[config.mk]
export PLATFORM = sky130hd
export DESIGN_NAME = ucore_output_channels
export DESIGN_NICKNAME = d
export VERILOG_FILES = /design/src/rtl/ucore_pkg.sv /design/src/rtl/ucore_fifo.sv /design/src/rtl/ucore_output_channels.sv
export SDC_FILE = /design/constraint.sdc
export NUM_CORES = 1
export LEC_CHECK = 0
export BUFFER_PORTS_ARGS = -buffer_cell sky130_fd_sc_hd__buf_2
export CORE_MARGIN = 3
export CORE_UTILIZATION = 39
export CTS_CLUSTER_DIAMETER = 200
export CTS_CLUSTER_SIZE = 14
export DETAILED_ROUTE_END_ITERATION = 16
export HOLD_SLACK_MARGIN = 0.12
export PLACE_DENSITY = 0.61
export REMOVE_ABC_BUFFERS = 1
export SLEW_MARGIN = 20
export SYNTH_ARGS = -nofsm -noshare
export SYNTH_HDL_FRONTEND = slang
export SYNTH_HIERARCHICAL = 1
export SYNTH_SLANG_ARGS = --single-unit
[constraint.sdc]
create_clock -name clk -period 2.45 [get_ports clk]
set_input_delay 0.3675 -clock clk [delete_from_list [all_inputs] [get_ports clk]]
set_output_delay 0.3675 -clock clk [all_outputs]
set_load 0.01 [all_outputs]
[src/rtl/ucore_pkg.sv]
// Shared definitions for the ucore NoC input/output channel blocks.
package ucore_pkg;

    localparam int unsigned DATA_WIDTH_DEFAULT = 32;
    localparam int unsigned MAX_NUM_DEST       = 8;

    typedef logic [DATA_WIDTH_DEFAULT-1:0] data_t;

endpackage

[src/rtl/ucore_fifo.sv]
// Synchronous FIFO with registered head; storage cleared on reset so the head reads 0 while empty after reset.
module ucore_fifo #(
    parameter int unsigned DATA_WIDTH = 32,
    parameter int unsigned DEPTH      = 2
) (
    input  logic                     clk,
    input  logic                     rst_n,
    input  logic                     push_i,
    input  logic [DATA_WIDTH-1:0]    data_i,
    input  logic                     pop_i,
    output logic                     full_o,
    output logic                     empty_o,
    output logic [$clog2(DEPTH):0]   count_o,
    output logic [DATA_WIDTH-1:0]    head_o
);

    localparam int unsigned PW = $clog2(DEPTH);
    localparam int unsigned CW = PW + 1;

    logic [PW-1:0]         wr_ptr_q, wr_ptr_d;
    logic [PW-1:0]         rd_ptr_q, rd_ptr_d;
    logic [CW-1:0]         count_q, count_d;
    logic [DATA_WIDTH-1:0] mem_q [DEPTH];
    logic                  push_ok, pop_ok;

    assign full_o  = (count_q == CW'(DEPTH));
    assign empty_o = (count_q == '0);
    assign count_o = count_q;
    assign head_o  = mem_q[rd_ptr_q];

    assign push_ok = push_i && !full_o;
    assign pop_ok  = pop_i && !empty_o;

    // Power-of-two depth: pointers wrap naturally at PW bits.
    always_comb begin
        wr_ptr_d = wr_ptr_q;
        rd_ptr_d = rd_ptr_q;
        if (push_ok) wr_ptr_d = wr_ptr_q + 1'b1;
        if (pop_ok)  rd_ptr_d = rd_ptr_q + 1'b1;
        count_d = count_q + CW'(push_ok) - CW'(pop_ok);
    end

    always_ff @(posedge clk or negedge rst_n) begin
        if (!rst_n) begin
            wr_ptr_q <= '0;
            rd_ptr_q <= '0;
            count_q  <= '0;
            for (int unsigned i = 0; i < DEPTH; i++) mem_q[i] <= '0;
        end else begin
            wr_ptr_q <= wr_ptr_d;
            rd_ptr_q <= rd_ptr_d;
            count_q  <= count_d;
            if (push_ok) mem_q[wr_ptr_q] <= data_i;
        end
    end

endmodule

[src/rtl/ucore_output_channels.sv]
// Transmit side of a ucore NoC link: buffers results and broadcasts each head token to all
// enabled consumers, retiring it once every enabled consumer has accepted it.
module ucore_output_channels
    import ucore_pkg::*;
#(
    parameter int unsigned DATA_WIDTH          = DATA_WIDTH_DEFAULT,
    parameter int unsigned NUM_DEST            = 4,
    parameter int unsigned OUTPUT_BUFFER_DEPTH = 2
) (
    input  logic                  clk,
    input  logic                  rst_n,
    input  logic [NUM_DEST-1:0]   dest_mask,
    input  logic                  core_ivalid,
    input  logic [DATA_WIDTH-1:0] core_in,
    output logic                  core_oready,
    output logic [NUM_DEST-1:0]   noc_ovalid,
    output logic [DATA_WIDTH-1:0] noc_out,
    input  logic [NUM_DEST-1:0]   noc_iready,
    output logic                  empty
);

    localparam int unsigned CW = $clog2(OUTPUT_BUFFER_DEPTH) + 1;

    logic                fifo_full, fifo_empty, push, retire;
    logic [CW-1:0]       fifo_count;
    logic [NUM_DEST-1:0] sent_q, sent_d, fire;

    ucore_fifo #(
        .DATA_WIDTH (DATA_WIDTH),
        .DEPTH      (OUTPUT_BUFFER_DEPTH)
    ) u_fifo (
        .clk     (clk),
        .rst_n   (rst_n),
        .push_i  (push),
        .data_i  (core_in),
        .pop_i   (retire),
        .full_o  (fifo_full),
        .empty_o (fifo_empty),
        .count_o (fifo_count),
        .head_o  (noc_out)
    );

    // No pop-bypass: a full FIFO refuses input even in a cycle that retires the head.
    assign core_oready = !fifo_full;
    assign push        = core_ivalid && core_oready;
    assign empty       = fifo_empty;

    assign noc_ovalid = {NUM_DEST{!fifo_empty}} & dest_mask & ~sent_q;
    assign fire       = noc_ovalid & noc_iready;
    assign retire     = !fifo_empty && (&(sent_q | fire | ~dest_mask));

    always_comb begin
        sent_d = sent_q | fire;
        if (retire) sent_d = '0;
    end

    always_ff @(posedge clk or negedge rst_n) begin
        if (!rst_n) sent_q <= '0;
        else        sent_q <= sent_d;
    end

    a_full_count: assert property (@(posedge clk) disable iff (!rst_n)
        fifo_full == (fifo_count == CW'(OUTPUT_BUFFER_DEPTH)));

endmodule

# Yosys cells after proc, flatten, opt, wreduce, memory -nomap -nowiden
# Cells that the tools add are included.
[classes] n_bitwise=9 reduce_logical=9 n_addsub=4 n_mux=7 n_eq_ne=1 magnitude_cmp=3
[op_table] operator="two-way mux 32 bit" count=4
[op_table] operator="bitwise mux 64 bit" count=1
[op_table] operator="demux 32 bit (select 1 bit)" count=1
[op_table] operator="AND 4 bit" count=3
[op_table] operator="inverter 4 bit" count=2
[op_table] operator="OR 4 bit" count=2
[op_table] operator="logical AND 1 bit" count=5
[op_table] operator="greater-or-equal comparator 2 bit (second input constant)" count=2
[op_table] operator="two-way mux 4 bit" count=1
[op_table] operator="inverter 1 -> 2 bit" count=2
[op_table] operator="AND reduction 4 bit" count=1
[op_table] operator="adder 1 bit (second input constant)" count=2
[op_table] operator="adder 2 x 1 -> 2 bit" count=1
[op_table] operator="equality test 2 bit (second input constant)" count=1
[op_table] operator="zero test 1 bit" count=2
[op_table] operator="zero test 2 bit" count=1
[op_table] operator="< comparator 2 x 1 -> 1 bit (second input constant)" count=1
[op_table] operator="subtractor 2 x 1 -> 2 bit" count=1
[totals] wordCells=39 regBits=72 in_bits=43 out_inout_bits=38

# Depth between registers and ports, before layout
# Gate-level depths: netlist of the first run.
[logic_depth] word_depth=11 ltp_mapped=10 depth_no_buf=10

# Hierarchy
# Netlist of the first run, hierarchy kept.
[modules_own_cells] module="ucore_fifo" cells_each=189 area_per_inst_um2=3139.3 seq_area_each_um2=1701.6 instances=1
[modules_own_cells] module="ucore_output_channels" cells_each=27 area_per_inst_um2=244.0 seq_area_each_um2=100.1 instances=1

# Worst setup path after synthesis of the first run
# OpenSTA, ideal clock, no wires.
[synth_timing] path_kind="register to register" startpoint="register u_fifo.count_q[1] (netlist: u_fifo/count_o[1])" endpoint="register u_fifo.count_q[1] (netlist: u_fifo/count_o[1])" path_buffers=0 t_required_ns=2.327 setup_slack_ns=-0.028 period_less_slack_ns=2.478 setup_ns=0.123 arrival_ns=2.355 stages_incl_launch_ff=11 cell_sequence="dfrtp_1 nor2_1 inv_2 a211o_1 and2_1 nor2b_1 ha_1 inv_1 ha_1 xnor2_1 xnor2_1"
[synth_between] elab_chain_len=11 elab_cells_between_ends=16 cone_classes="2 x add/sub; 1 x eq/ne; 5 x bitwise; 8 x reduce/logical"
[synth_lines] element="start: declaration" line="ucore_fifo.sv:22" text="logic [CW-1:0] count_q, count_d;"
[synth_lines] element="start signal: assignment" line="ucore_fifo.sv:52" text="count_q <= count_d;"
[synth_lines] element="zero test 2 bit *" line="ucore_fifo.sv:27" text="assign empty_o = (count_q == '0);"
[synth_lines] element="via empty" line="ucore_output_channels.sv:19" text="output logic empty"
[synth_lines] element="zero test 1 bit *" line="ucore_output_channels.sv:48, ucore_output_channels.sv:50"
[synth_lines] element="AND 4 bit (2 in series)" line="ucore_output_channels.sv:48" text="assign noc_ovalid = {NUM_DEST{!fifo_empty}} & dest_mask & ~sent_q;"
[synth_lines] element="AND 4 bit" line="ucore_output_channels.sv:49" text="assign fire = noc_ovalid & noc_iready;"
[synth_lines] element="OR 4 bit (2 in series)" line="ucore_output_channels.sv:50" text="assign retire = !fifo_empty && (&(sent_q | fire | ~dest_mask));"
[synth_lines] element="AND reduction 4 bit" line="ucore_output_channels.sv:50"
[synth_lines] element="logical AND 1 bit *" line="ucore_output_channels.sv:50"
[synth_lines] element="via retire" line="ucore_output_channels.sv:24" text="logic fifo_full, fifo_empty, push, retire;"
[synth_lines] element="logical AND 1 bit *" line="ucore_fifo.sv:32" text="assign pop_ok = pop_i && !empty_o;"
[synth_lines] element="via u_fifo.pop_ok" line="ucore_fifo.sv:24" text="logic push_ok, pop_ok;"
[synth_lines] element="subtractor 2 x 1 -> 2 bit *" line="ucore_fifo.sv:40" text="count_d = count_q + CW'(push_ok) - CW'(pop_ok);"
[synth_lines] element="via u_fifo.count_d[1]" line="ucore_fifo.sv:22"
# Mark *: on every way through the listed nets, which the timed path passes. The rest lies on a longest branch.
# A chain may end at the register's enable or synchronous reset.

# Final worst setup path of the first run
[layout_timing] startpoint="register u_fifo.count_q[1] (netlist: u_fifo/count_o[1])" endpoint="register u_fifo.count_q[1] (netlist: u_fifo/count_o[1])"
[layout_between] elab_chain_len=11 elab_cells_between_ends=16 cone_classes="2 x add/sub; 1 x eq/ne; 5 x bitwise; 8 x reduce/logical"
[layout_lines] element="zero test 2 bit *" line="ucore_fifo.sv:27"
[layout_lines] element="zero test 1 bit *" line="ucore_output_channels.sv:48, ucore_output_channels.sv:50"
[layout_lines] element="AND 4 bit (2 in series)" line="ucore_output_channels.sv:48"
[layout_lines] element="AND 4 bit" line="ucore_output_channels.sv:49"
[layout_lines] element="OR 4 bit (2 in series)" line="ucore_output_channels.sv:50"
[layout_lines] element="AND reduction 4 bit" line="ucore_output_channels.sv:50"
[layout_lines] element="logical AND 1 bit *" line="ucore_output_channels.sv:50"
[layout_lines] element="via retire" line="ucore_output_channels.sv:24"
[layout_lines] element="logical AND 1 bit *" line="ucore_fifo.sv:32"
[layout_lines] element="via u_fifo.pop_ok" line="ucore_fifo.sv:24"
[layout_lines] element="subtractor 2 x 1 -> 2 bit *" line="ucore_fifo.sv:40"
[layout_lines] element="via u_fifo.count_d[1]" line="ucore_fifo.sv:22"
# Marks and branches as above.

==> metrics.cfg, run 1 <==
[placement]
dp_cells=397
placed_area_um2=3880
io_buffers=80
gp_congestion=0.750
dp.final_hpwl_um=4350
dp_slack_ps=193

[run_status]
status=complete, no violations

[die]
boundaryPins=81
die_h_um=99.1
rows=33
dieWidth_um=99.1
initial_core_util=0.406
core-area_um2=8340
dieArea_um2=9830

[pwr]
clkPwrFrac=0.137
p_comb_frac=0.489
powerDensity_nw_per_um2=1420
power.internal_mw=3.89
peakVddDrop_mv=0.519
p_leak_nw=1.89
p_sw_frac=0.325
seq_power_share=0.374
switching_power_mw=1.87
power_mw=5.76

[cts]
hold_buffers=1
postCtsSetupRepairBufs=0
cts_tree=done
cts-buffers-inserted=9
clkSinkCount=72
insertion_delay_ps=330
cts_root_buf=clkbuf_8
cts_resized=0
clk_pin_slew_ps=60
cts_max_level=3
cts_buffer_depth=2

[setup_path]
critPathLaunchType=register
critPathCaptureType=register
regToRegStartpoint=u_fifo/count_o[1]$_DFF_PN0_
worstPathRequired_ps=2700
rrSetupSlack_ps=180
startpoint=u_fifo/count_o[1]$_DFF_PN0_
r2r-end=u_fifo/count_o[1]$_DFF_PN0_
crit_type=register to register
rr_worst_depth=10
critPathArrivalTime_ps=2520
critPathMaxFanout=5

[layout]
instances_no_fill=411
antenna-diode-count=0
area_delta_synth_final_pct=19.7
fin_nets=349
drive_gt1_frac=0.637
final_cell_area_um2=4050

[timing]
fin_crit_ps=2270
rsz0062_at_grt=false
setup_viol=0
worstMarginPinSlew_ps=558
tns_ps=0
max-slew-margin-rel=0.628
finalHoldViolations=0
finalCritPeriodShare=0.927
drv_slew=0
fin_ws_ps=178
finClkSkew_ps=6.56
fmax_ghz=0.440

[yosys]
seq_area_frac_synth=0.533
synth_mux_area_frac=0.353
synth_top_family_by_area=multiplexers
yosysUniqueCellTypes=26
synth_compound_area_frac=0.0144
yosys_warnings=6
synth-async-reset-ratio=1.00
synth_adder_area_share=0.00740
synthXorXnorAreaFrac=0.0104
synth_edf_count=0
syn-instance-count=216
synthFlopType=dfrtp_1
ys_ff_latch=72
synthSimpleGateAreaFrac=0.0403
syn-cell-area_um2=3380
avgSynthCellArea_um2=15.7

[global_routing]
met3_usage=0.0491
grt_pass1_wl_um=10500
grt_max_degree=31
grt_use_met1=0.189
grt_overflow=0
gr-usage-met2=0.201
antenna_found_initial=0
top_usage_layer=met2
gr-usage-all-layers=0.136
grt_pass1_vias=2076

[detailed_routing]
routed_wl_um=6370
drt_iter0_markers=51
wl_per_cell_um=15.5
route.antenna.remaining_nets=0
vias=1980
drc_errors=0
dr.pass1.iters=4
post_drt_via_cell_ratio=4.82

[worst_hold_path]
min-delay-start=core_in[6]
hold_class=primary input to register
min_path_cells=2
min_to=u_fifo/mem_q[38]$_DFFE_PN0P_

[run]
cap_violations=0

[logic make-up (layout without fill, tap and decap cells)]
kind of cell	count (synthesis)	in the layout
AND/OR/NAND/NOR	18	18
flip-flops	72	72
buffers and inverters	16	106
XOR/XNOR	4	4
adder cells (fa/ha/maj)	2	2
multiplexers	96	96
AO/OA/AOI/OAI	8	8
[stage by stage]
step,utilization,hold WS [ps]
6_report,0.486,276
5_1_grt,0.486,248
4_1_cts,0.486,256
3_5_place_dp,0.465,394
3_3_place_gp,0.465,399
2_1_floorplan,-,71.9
[critical path, cell delays in order, from the launching register on]
cell     delay [ps]
dfrtp_1         410
nor2_1          270
inv_2           110
a211o_1         350
and2_1          140
nor2b_1         140
ha_1            270
inv_1            40
ha_1            170
xnor2_1         160
xnor2_1         130
[Yosys cell counts, types with 2 or more instances]
master | count | area share
nor2b_1 | 2 | 0.0037
mux2_1 | 6 | 0.020
buf_12 | 3 | 0.018
nor2_1 | 2 | 0.0022
dfrtp_1 | 72 | 0.53
buf_6 | 4 | 0.013
inv_1 | 3 | 0.0033
nor3b_1 | 6 | 0.013
buf_2 | 3 | 0.0044
a21oi_1 | 3 | 0.0044
xnor2_1 | 3 | 0.0078
mux2_4 | 30 | 0.13
nor3_1 | 2 | 0.0030
ha_1 | 2 | 0.0074
a31oi_1 | 4 | 0.0074
inv_2 | 2 | 0.0022
mux2_2 | 60 | 0.20
[flip-flops by register name, summed over array words and instances, names as in the netlist]
| name | flops |
|---|---|
| u_fifo/mem_q | 64 |
| sent_q | 4 |
| u_fifo/count_o | 2 |
| u_fifo/rd_ptr_q | 1 |
| u_fifo/wr_ptr_q | 1 |
[power by group through the flow]
stage | Combinational, mW | Sequential [mW] | Clock, mW
global route | 3.06 | 2.23 | 0.893
detailed placement | 2.86 | 2.17 | 0
global placement | 2.82 | 2.15 | 0
floorplan | 1.96 | 2.11 | 0
finish | 2.81 | 2.15 | 0.791
CTS | 2.87 | 2.16 | 0.829
[how the worst max path moves through the flow]
stage          cells past startpoint                           to  slack, ps
6_report                          10  u_fifo/count_o[1]$_DFF_PN0_        180
5_1_grt                           10  u_fifo/count_o[1]$_DFF_PN0_         50
4_1_cts                           10  u_fifo/count_o[1]$_DFF_PN0_        170
3_5_place_dp                      10  u_fifo/count_o[1]$_DFF_PN0_        190
3_3_place_gp                      10  u_fifo/count_o[1]$_DFF_PN0_        220
2_1_floorplan                     10  u_fifo/count_o[1]$_DFF_PN0_        -30
[metal layers]
metal,wire length [um],share of wire
met4,46,0.0072
met1,3060,0.48
met3,398,0.062
met5,0,0
met2,2860,0.45
[cell usage in the layout, fill, tap and decap left out]
| cell | instances |
|---|---|
| mux2_1 | 6 |
| inv_1 | 3 |
| buf_4 | 4 |
| a31oi_1 | 4 |
| xor2_1 | 1 |
| clkbuf_1 | 1 |
| a21oi_1 | 3 |
| nor3b_1 | 6 |
| mux2_2 | 60 |
| a211o_1 | 1 |
| clkbuf_8 | 11 |
| nand2b_2 | 1 |
| dlygate4sd3_1 | 1 |
| nand2_1 | 1 |
| buf_2 | 80 |
| xnor2_1 | 3 |
| clkinv_2 | 1 |
| and2_1 | 1 |
| nor3b_4 | 1 |
| buf_12 | 3 |
| ha_1 | 2 |
| inv_2 | 2 |
| and3_4 | 1 |
| dfrtp_1 | 72 |
| nor2_1 | 2 |
| nor4_2 | 1 |
| nor2b_1 | 2 |
| mux2_4 | 30 |
| nor3_1 | 2 |
[cell type report]
type                    instances  area [um^2]
flip-flops and latches         72         1800
clock inverters                 1         5.00
well taps                     105          131
repair buffers                 88          500
inverters                       5         18.8
multi-input cells             128         1440
clock buffers                  12          155
fillers                       755         4290
Power figures use the tool's default switching activity.
==> inputs of run 2 (changes only) <==
--- a/config.mk
+++ b/config.mk
@@ -7,15 +7,16 @@
 export LEC_CHECK = 0
 export BUFFER_PORTS_ARGS = -buffer_cell sky130_fd_sc_hd__buf_2
 export CORE_MARGIN = 3
-export CORE_UTILIZATION = 39
+export CORE_UTILIZATION = 48
 export CTS_CLUSTER_DIAMETER = 200
 export CTS_CLUSTER_SIZE = 14
 export DETAILED_ROUTE_END_ITERATION = 16
 export HOLD_SLACK_MARGIN = 0.12
-export PLACE_DENSITY = 0.61
+export PLACE_DENSITY = 0.73
 export REMOVE_ABC_BUFFERS = 1
 export SLEW_MARGIN = 20
 export SYNTH_ARGS = -nofsm -noshare
 export SYNTH_HDL_FRONTEND = slang
 export SYNTH_HIERARCHICAL = 1
 export SYNTH_SLANG_ARGS = --single-unit
+export TNS_END_PERCENT = 50
==> metrics.cfg, run 2 (synthesis gave the netlist of run 1 again) <==
[layout]
layout_commonest_cell=buf_2  ; unchanged
largest_reg_flops=64  ; unchanged
mostFrequentLayoutCells=80 x buf_2, 72 x dfrtp_1, 60 x mux2_2  ; unchanged
drive_gt1_frac=0.642  ; was 0.637
fillers=561  ; was 755
area_delta_synth_final_pct=20.9  ; was 19.7%
antenna-diode-count=0  ; unchanged
top_register=u_fifo/mem_q  ; unchanged
fin_nets=350  ; was 349

[timing]
finalHoldViolations=0  ; unchanged
max-slew-margin-rel=0.675  ; was 0.628
whs_ps=260  ; was 276 ps
fmax_ghz=0.457  ; was 0.440 GHz
worstMarginPinSlew_ps=487  ; was 558 ps
finClkSkew_ps=11.0  ; was 6.56 ps
fin_crit_ps=2190  ; was 2270 ps
setup_viol=0  ; unchanged
drv_slew=0  ; unchanged
finalCritPeriodShare=0.892  ; was 0.927
rsz0062_at_grt=false  ; unchanged

[global_routing]
grt_pass1_vias=2206  ; was 2,076
gr-usage-all-layers=0.167  ; was 0.136
grt_max_degree=33  ; was 31
grt_pass1_wl_um=10800  ; was 10,500 um
antenna_found_initial=0  ; unchanged
grt_overflow=0  ; unchanged

[detailed_routing]
drc_errors=0  ; unchanged
dr_wl_met2_um=2900  ; was 2860 um
wl_per_cell_um=15.6  ; was 15.5 um
routed_wl_um=6280  ; was 6370 um
drt_iter0_markers=36  ; was 51
drt-met1-wl_um=2860  ; was 3060 um
top_layer_used=met4  ; unchanged
dr.pass1.iters=4  ; unchanged
route.antenna.remaining_nets=0  ; unchanged
post_drt_via_cell_ratio=5.02  ; was 4.82
vias=2022  ; was 1,980
wl_met3_um=457  ; was 398 um

[die]
initial_core_util=0.512  ; was 0.406
dieWidth_um=90.0  ; was 99.1 um
die_h_um=90.0  ; was 99.1 um
core-area_um2=6600  ; was 8340 um^2
rows=29  ; was 33
dieArea_um2=8090  ; was 9830 um^2
boundaryPins=81  ; unchanged

[cts]
cts_buffer_depth=2  ; unchanged
cts_max_level=3  ; unchanged
clk_pin_slew_ps=80  ; was 60 ps
cts_root_buf=clkbuf_8  ; unchanged
cts_tree=done  ; unchanged
cts_resized=0  ; unchanged
insertion_delay_ps=340  ; was 330 ps
clkSinkCount=72  ; unchanged
cts-buffers-inserted=9  ; unchanged
hold_buffers=1  ; unchanged
postCtsSetupRepairBufs=0  ; unchanged

[pwr]
power_mw=5.99  ; was 5.76 mW
powerDensity_nw_per_um2=1460  ; was 1420 nW/um^2
peakVddDrop_mv=0.655  ; was 0.519 mV
p_leak_nw=1.91  ; was 1.89 nW

[setup_path]
critPathLaunchType=register  ; unchanged
worstPathRequired_ps=2710  ; was 2700 ps
crit_path_cell_trace=nor2_1, inv_2, a211o_1, and2_1, nor2b_1, ha_1, inv_1, ha_1, xnor2_1, xnor2_1  ; unchanged
critPathMaxFanout=5  ; unchanged
critPathArrivalTime_ps=2450  ; was 2520 ps
rrSetupSlack_ps=260  ; was 180 ps
cpMaxStageDelayCell=dfrtp_1  ; unchanged
crit_type=register to register  ; unchanged
critPathCaptureType=register  ; unchanged
cpLargestDelayFamily=simple AND/OR/NAND/NOR gates  ; unchanged
path_buf_inv=2  ; unchanged
critical-path-max-stage-delay_ps=420  ; was 410 ps

[run_status]
status=complete, no violations  ; unchanged

[placement]
gp_congestion=0.757  ; was 0.750
io_buffers=80  ; unchanged
dp.final_hpwl_um=4230  ; was 4350 um

[worst_hold_path]
hold_class=primary input to register  ; unchanged

[run]
cap_violations=0  ; unchanged

==> run 2: changes by cell type in the layout (fill, tap and decap cells not counted), sizes merged <==
cell	before	now
buf	87	88
clkbuf	12	10
inv	5	6
bufinv	0	2
clkinvlp	0	2
==> run 2: through the flow <==
step	util	TNS, ps	cell area (um^2)	worst slack (ps)	instances
floorplan	-	-27.9	3260	-27.9	205
global placement	0.585	0	3860	333	386
detailed placement	0.585	0	3860	273	386
CTS	0.620	0	4090	255	403
global route	0.620	0	4090	174	403
finish	0.620	0	4090	264	403
==> run 2: final timing paths <==
| path | start | end | cells past startpoint |
|---|---|---|---|
| worst max-delay path | u_fifo/count_o[1]$_DFF_PN0_ | u_fifo/count_o[1]$_DFF_PN0_ | 10 |
| worst min-delay path | core_in[3] | u_fifo/mem_q[35]$_DFFE_PN0P_ | 2 |
| worst max register to register | u_fifo/count_o[1]$_DFF_PN0_ | u_fifo/count_o[1]$_DFF_PN0_ | 10 |
| worst min register to register | u_fifo/mem_q[39]$_DFFE_PN0P_ | u_fifo/mem_q[39]$_DFFE_PN0P_ | 1 |
| max in group asynchronous | rst_n | u_fifo/mem_q[61]$_DFFE_PN0P_ | 3 |
| min in group asynchronous | rst_n | u_fifo/mem_q[7]$_DFFE_PN0P_ | 2 |
==> run 2: layout make-up <==
class                   instances  area, um^2  share of cell area
flip-flops and latches         72        1800               0.440
multi-input cells             128        1440               0.352
repair buffers                 89         495               0.121
clock buffers                  10         128              0.0312
well taps                      93         116              0.0284
clock inverters                 6        92.6              0.0226
inverters                       5        18.8             0.00459
==> run 2: power by group <==
| group | switching [mW] | internal [mW] |
|---|---|---|
| Clock | 0.455 | 0.579 |
| Combinational | 1.17 | 1.66 |
| Sequential | 0.316 | 1.81 |
| Total | 1.94 | 4.05 |
==> run 2: worst reg2reg max path: stages, from the launching register on <==
cell and delay [ps]:
dfrtp_1 420, nor2_1 190, inv_2 80, a211o_1 340
and2_1 150, nor2b_1 150, ha_1 270, inv_1 40
ha_1 180, xnor2_1 170, xnor2_1 130
==> run 2: layer usage <==
| layer | up-vias | global-route usage |
|---|---|---|
| li1 | 951 | - |
| met1 | 999 | 0.218 |
| met2 | 65 | 0.258 |
| met3 | 7 | 0.0676 |
| met4 | 0 | 0.0497 |
| met5 | - | 0 |
